## src/rtl/ch446q_serial_tx.sv

```systemverilog
// CH446Q serial-address transmitter: buffers key-switch events in a small FIFO
// and shifts each one out on DAT/SK/STB (7 address bits MSB-first, then state + strobe).
module ch446q_serial_tx #(
  parameter int unsigned HALF_PERIOD = 4,
  parameter int unsigned FIFO_DEPTH  = 4
) (
  input  logic       clk,
  input  logic       rst_in,
  input  logic       ev_valid,
  output logic       ev_ready,
  input  logic [6:0] ev_addr,
  input  logic       ev_state,
  output logic       DAT,
  output logic       SK,
  output logic       STB,
  output logic       busy
);

  localparam int unsigned PTR_W = $clog2(FIFO_DEPTH);
  localparam int unsigned CNT_W = PTR_W + 1;
  localparam int unsigned PH_W  = 8;
  localparam int unsigned IDX_W = 3;

  localparam logic [PH_W-1:0]  PH_LAST  = PH_W'(HALF_PERIOD - 1);
  localparam logic [CNT_W-1:0] CNT_FULL = CNT_W'(FIFO_DEPTH);

  typedef struct packed {
    logic [6:0] addr;
    logic       state;
  } ev_t;

  typedef enum logic [2:0] {
    IDLE,
    ADDR_LO,
    ADDR_HI,
    DATA_SETUP,
    STROBE,
    DATA_HOLD
  } state_e;

  state_e            state_q, state_d;
  logic [PH_W-1:0]   ph_q, ph_d;
  logic [IDX_W-1:0]  idx_q, idx_d;
  ev_t               cur_q, cur_d;
  ev_t               mem_q [FIFO_DEPTH];
  ev_t               mem_d [FIFO_DEPTH];
  logic [PTR_W-1:0]  wr_ptr_q, wr_ptr_d;
  logic [PTR_W-1:0]  rd_ptr_q, rd_ptr_d;
  logic [CNT_W-1:0]  count_q, count_d;
  logic              dat_q, dat_d;
  logic              sk_q, sk_d;
  logic              stb_q, stb_d;
  logic              busy_q, busy_d;
  logic              ready_q, ready_d;

  logic              push;
  logic              pop;
  logic              ph_last;
  ev_t               head;

  assign push    = ev_valid & ready_q;
  assign ph_last = (ph_q == PH_LAST);
  assign head    = mem_q[rd_ptr_q];

  // FIFO bookkeeping; ready is derived from the next count so it is never stale.
  always_comb begin
    mem_d    = mem_q;
    wr_ptr_d = wr_ptr_q;
    rd_ptr_d = rd_ptr_q;
    if (push) begin
      mem_d[wr_ptr_q] = '{addr: ev_addr, state: ev_state};
      wr_ptr_d        = wr_ptr_q + PTR_W'(1);
    end
    if (pop) begin
      rd_ptr_d = rd_ptr_q + PTR_W'(1);
    end
    count_d = count_q + CNT_W'(push) - CNT_W'(pop);
    ready_d = (count_d != CNT_FULL);
  end

  // Protocol sequencer: next state, phase counter, bit index.
  always_comb begin
    state_d = state_q;
    idx_d   = idx_q;
    cur_d   = cur_q;
    pop     = 1'b0;

    unique case (state_q)
      IDLE: begin
        if (count_q != '0) begin
          pop     = 1'b1;
          cur_d   = head;
          idx_d   = IDX_W'(6);
          state_d = ADDR_LO;
        end
      end
      ADDR_LO: begin
        if (ph_last) state_d = ADDR_HI;
      end
      ADDR_HI: begin
        if (ph_last) begin
          if (idx_q != '0) begin
            idx_d   = idx_q - IDX_W'(1);
            state_d = ADDR_LO;
          end else begin
            state_d = DATA_SETUP;
          end
        end
      end
      DATA_SETUP: begin
        if (ph_last) state_d = STROBE;
      end
      STROBE: begin
        if (ph_last) state_d = DATA_HOLD;
      end
      DATA_HOLD: begin
        if (ph_last) state_d = IDLE;
      end
      default: state_d = IDLE;
    endcase

    if ((state_d != state_q) || (state_q == IDLE)) begin
      ph_d = '0;
    end else begin
      ph_d = ph_q + PH_W'(1);
    end
  end

  // Line levels decoded from the next state so the pins are plain flops.
  always_comb begin
    dat_d  = 1'b0;
    sk_d   = 1'b0;
    stb_d  = 1'b0;
    busy_d = (state_d != IDLE) || (count_d != '0);
    unique case (state_d)
      ADDR_LO: dat_d = cur_d.addr[idx_d];
      ADDR_HI: begin
        dat_d = cur_d.addr[idx_d];
        sk_d  = 1'b1;
      end
      DATA_SETUP, DATA_HOLD: dat_d = cur_d.state;
      STROBE: begin
        dat_d = cur_d.state;
        stb_d = 1'b1;
      end
      default: dat_d = 1'b0;
    endcase
  end

  always_ff @(posedge clk or negedge rst_in) begin
    if (!rst_in) begin
      state_q  <= IDLE;
      ph_q     <= '0;
      idx_q    <= '0;
      cur_q    <= '0;
      mem_q    <= '{default: '0};
      wr_ptr_q <= '0;
      rd_ptr_q <= '0;
      count_q  <= '0;
      dat_q    <= 1'b0;
      sk_q     <= 1'b0;
      stb_q    <= 1'b0;
      busy_q   <= 1'b0;
      ready_q  <= 1'b1;
    end else begin
      state_q  <= state_d;
      ph_q     <= ph_d;
      idx_q    <= idx_d;
      cur_q    <= cur_d;
      mem_q    <= mem_d;
      wr_ptr_q <= wr_ptr_d;
      rd_ptr_q <= rd_ptr_d;
      count_q  <= count_d;
      dat_q    <= dat_d;
      sk_q     <= sk_d;
      stb_q    <= stb_d;
      busy_q   <= busy_d;
      ready_q  <= ready_d;
    end
  end

  assign DAT      = dat_q;
  assign SK       = sk_q;
  assign STB      = stb_q;
  assign busy     = busy_q;
  assign ev_ready = ready_q;

endmodule

```

## config.mk

```make
export PLATFORM = sky130hd
export DESIGN_NAME = ch446q_serial_tx
export DESIGN_NICKNAME = d
export VERILOG_FILES = /design/src/rtl/ch446q_serial_tx.sv
export SDC_FILE = /design/constraint.sdc
export NUM_CORES = 1
export LEC_CHECK = 0
export ABC_AREA = 0
export CAP_MARGIN = 20
export CORE_UTILIZATION = 40
export DETAILED_ROUTE_END_ITERATION = 8
export GPL_ROUTABILITY_DRIVEN = 0
export SYNTH_ARGS = -nofsm -noshare
export SYNTH_HDL_FRONTEND = slang
export SYNTH_SLANG_ARGS = --single-unit
export TNS_END_PERCENT = 5
```

## constraint.sdc

```tcl
create_clock -name clk -period 8.04 [get_ports clk]
set_input_delay 2.01 -clock clk [delete_from_list [all_inputs] [get_ports clk]]
set_output_delay 2.01 -clock clk [all_outputs]
set_load 0.1 [all_outputs]
```

# Word level (Yosys, flattened, before mapping)
# Cells that the tools add are included.
[word_totals]
ff_bits = 66
[op_classes]
addsub = 6
n_lt_le_gt_ge = 4
eq_ne = 13
muxes = 28
bitwise_logic = 3
n_reduce_logical = 10
[op_table]
columns = ["cell", "n"]
rows = [
  ["$mux W8", 6],
  ["$bwmux W32", 1],
  ["$mux W3", 9],
  ["$pmux W3 S6", 1],
  ["$bmux W8 S2", 1],
  ["$demux W8 S2", 1],
  ["$eq A3 B2 Y1 const B", 4],
  ["$eq A3 B3 Y1 const B", 4],
  ["$reduce_bool A3 Y1", 4],
  ["$add A8 B1 Y8 const B", 1],
  ["$eq A8 B2 Y1 const B", 1],
  ["$eq A3 B1 Y1 const B", 2],
  ["$ge A3 B3 Y1 const B", 2],
  ["$not A2 Y3", 2],
  ["$pmux W3 S2", 1],
  ["$mux W1", 5],
  ["$add A2 B1 Y2 const B", 2],
  ["$lt A3 B4 Y1 const B", 1],
  ["$add A3 B1 Y3", 1],
  ["$bmux W1 S3", 1],
  ["$logic_not A3 Y1", 1],
  ["$lt A3 B1 Y1 const B", 1],
  ["$ne A3 B3 Y1", 1],
  ["$ne A3 B3 Y1 const B", 1],
  ["9 further kinds", 10],
]

# Logic depth before layout (Yosys ltp)
[depth]
word_depth = 9
ltp_mapped = 12
ltp_nobuf = 10

# Worst setup path after synthesis
# Ideal clock, no wire load.
[synth_timing]
path_type = "in2reg"
start = "in ev_valid"
end = "reg busy_q (netlist: busy)"
setup_time_ns = 0.127
arrival_time_ns = 3.578
path_slack_ns = 4.334
path_stages = 10
cell_sequence = "clkbuf_1 -> nand2_1 -> ha_1 -> inv_1 -> ha_1 -> inv_1 -> fa_1 -> xnor2_1 -> xnor2_1 -> nand3b_1"
[synth_between]
elab_chain_len = 5
[synth_lines]
columns = ["element", "line", "source"]
rows = [
  ["from (decl)", "9", "input logic ev_valid,"],
  ["$and A1 B1 Y1", "61", "assign push = ev_valid & ready_q;"],
  ["$add A3 B1 Y3", "77", "count_d = count_q + CNT_W'(push) - CNT_W'(pop);"],
  ["$sub A3 B1 Y3", "77", ""],
  ["net count_d[2]", "49", "logic [CNT_W-1:0] count_q, count_d;"],
  ["$reduce_bool A3 Y1", "134", "busy_d = (state_d != IDLE) || (count_d != '0);"],
  ["$logic_or A1 B1 Y1", "134", ""],
  ["net busy_d", "53", "logic busy_q, busy_d;"],
  ["to (signal assigned)", "177", "busy_q <= busy_d;"],
  ["to (decl)", "53", ""],
]
# The timed path passes the listed nets, and every way through them passes these cells.
# A chain may end at the register's enable or synchronous reset.

# Worst setup path after layout
[layout_timing]
start = "reg ready_q (netlist: ev_ready)"
end = "out ev_ready"
[layout_lines]
columns = ["element", "line", "source"]
rows = [
  ["from (decl)", "54", "logic ready_q, ready_d;"],
  ["from (signal assigned)", "178", "ready_q <= ready_d;"],
  ["to (decl)", "10", "output logic ev_ready,"],
]
# No word-level cell between the ends.

==> impl_metrics.toml <==
[status]
outcome = "complete, no violations"

[routing]
drc = 0
wl_per_cell_microns = 14.4
finalWirelength_mm = 5.32
drt-initial-drc-count = 70
vias = 1862
ant_nets = 0
viasPerCell = 5.05
dr.pass1.iters = 4

[floorplan]
die-area_sq_mm = 0.00830
core_area_sq_mm = 0.00769
io_pins = 16
die_width_microns = 91.1
die_h_microns = 91.1
start_util = 0.413
rows = 32

[logic_synthesis]
async_flop_share = 1.00
synth_edf_count = 0
avgSynthCellArea_sq_um = 13.1
syn_nets = 264
synth_top_cell_by_area = "dfrtp_1"
synthFlopType = "dfrtp_1"
yosysWarnings = 0
syn-cell-area_sq_mm = 0.00318
ys_ff_latch = 66
synth-seq-area-share = 0.520
syn_inst = 243
synth_area_leaders = "dfrtp_1, mux2_2, mux4_2"
synth_top_area_share = 0.512
ys_types = 48

[clock_network]
insertion_delay_ps = 340
cts_setup_buffers = 0
clk_path_buf_depth = 2
cts-resized-gates = 0
cts_sinks = 66
h-tree-depth = 3
cts_hold_buf = 0
cts_tree = "yes"
cts_buffers = 9
cts-root-buf = "clkbuf_8"
clkTransAtPathRegs_ps = 70

[sta]
rsz0062_at_grt = "no"
final_hold_viol_count = 0
fin_hold_ws_ps = 501
tightest_slew_ps = 959
fin_crit_sh = 0.504
slew_violations = 0
setup_violations = 0
clock_skew_ps = 6.65
fin_ws_ps = 3980
max_freq_ghz = 0.247
slew_headroom = 0.358
fin_crit_ps = 4060
finalSetupTns_ps = 0

[power]
p_seq_frac = 0.419
p_switching_uw = 508
power_frac_clock = 0.200
p_int_uw = 955
switching_share = 0.347
finalPower_uw = 1460
p_leak_uw = 0.00156
peakVddDrop_v = 0.000183
p_comb_frac = 0.381
power.density_mw_per_mm2 = 404

[setup_path]
criticalPathCategory = "register to output pin"
cp.buffers_inverters = 1
cp_slowest_cell = "clkdlybuf4s50_1"
critPathRequiredTime_ps = 6030
cp.arrival_ps = 2050
cp_max_fo = 6
cp-end-kind = "output pin"
cp_top_family = "buffers and inverters"
cp_slowest_stage_delay_ps = 1140
critPathLaunchType = "register"
crit_chain = "clkdlybuf4s50_1"

[cells_and_area]
layout_common_cells = "dfrtp_1, mux2_2, nor2_1"
antennaDiodeCount = 0
layout-drive-gt1-share = 0.307
final_nets = 283
final_common_cell = "dfrtp_1"
syn_to_final_growth_pct = 14.0

[grt]
grt_pass1_wl_mm = 9.33
grt_pass1_vias = 1904
grt.overflow.total = 0
antenna_found_initial = 0
grt_max_degree = 67
grtUsageTotal = 0.147

[flow_run]
drv_cap = 0

[min_path]
worst_hold_path_type = "register to register"

[placed_design]
dp_hpwl_mm = 3.54
dpl_worst_slack_ps = 3850
portBuffers = 15
area by class of cell:
cell class                 count  area [sq um]
clock buffer                  13           169
clock inverter                 3          46.3
fill                         700          4070
inverter                      10          37.5
multi-input combinational    159          1440
sequential                    66          1650
tap                          102           128
timing repair buffer          16           153
power groups by stage:
stage	registers, uW	clock network (uW)	logic [uW]
finish	613	293	557
global route	636	314	616
CTS	613	302	566
detailed placement	617	0	564
global placement	612	0	557
floorplan	611	0	450
layer usage:
metal  share of wire  track usage
met4           0.018       0.0556
met3           0.029       0.0528
met1            0.50        0.192
met2            0.46        0.222
met5               0            0
synth_stat cells, types with 2 or more instances:
cell	n
buf_2	2
inv_1	10
xnor2_1	5
dfrtp_1	65
nand2b_1	2
nand3_1	13
clkbuf_1	3
xor2_1	6
a31oi_1	2
nand2_1	10
and3_2	2
mux2i_1	2
mux2_2	41
ha_1	9
and3_1	2
a21oi_1	5
mux4_2	7
o21ai_0	11
nor2_1	16
nor3b_2	2
cells by family (layout without fill, tap and decap cells):
kind of cell               Yosys count  count (layout)  share of synthesized area
DFF                                 66              66                      0.520
and+or+nand+nor                     60              60                      0.112
adders and majority gates           10              10                     0.0418
buffers and inverters               18              42                     0.0276
xor gates and xnor gates            11              11                     0.0303
muxes                               53              53                      0.219
AOI/OAI and AO/OA                   25              25                     0.0496
worst paths after layout:
check | from | end | slack [ps] | cells past startpoint
min in group asynchronous | rst_in | count_q[1]$_DFF_PN0_ | 1840 | 2
hold reg to reg | cur_q[5]$_DFF_PN0_ | cur_q[5]$_DFF_PN0_ | 500 | 1
max in group asynchronous | rst_in | wr_ptr_q[0]$_DFFE_PN0P_ | 5640 | 2
setup reg to reg | state_q[0]$_DFF_PN0_ | busy$_DFF_PN0_ | 5240 | 10
hold / removal | cur_q[5]$_DFF_PN0_ | cur_q[5]$_DFF_PN0_ | 500 | 1
setup / recovery | ev_ready$_DFF_PN1_ | ev_ready | 3980 | 1
stage by stage:
stage	area, sq um	utilization	std cells
finish	3620	0.471	369
global route	3620	0.471	369
CTS	3620	0.471	369
detailed placement	3410	0.443	353
global placement	3410	0.443	353
floorplan	3180	-	243
flip-flops by register name, summed over array words and instances (netlist names):
| signal | flops |
|---|---|
| DAT | 1 |
| SK | 1 |
| STB | 1 |
| busy | 1 |
| count_q | 3 |
| cur_q | 8 |
| ev_ready | 1 |
| idx_q | 3 |
| mem_q | 32 |
| ph_q | 8 |
| rd_ptr_q | 2 |
| state_q | 3 |
| wr_ptr_q | 2 |
Power figures use the tool's default switching activity.
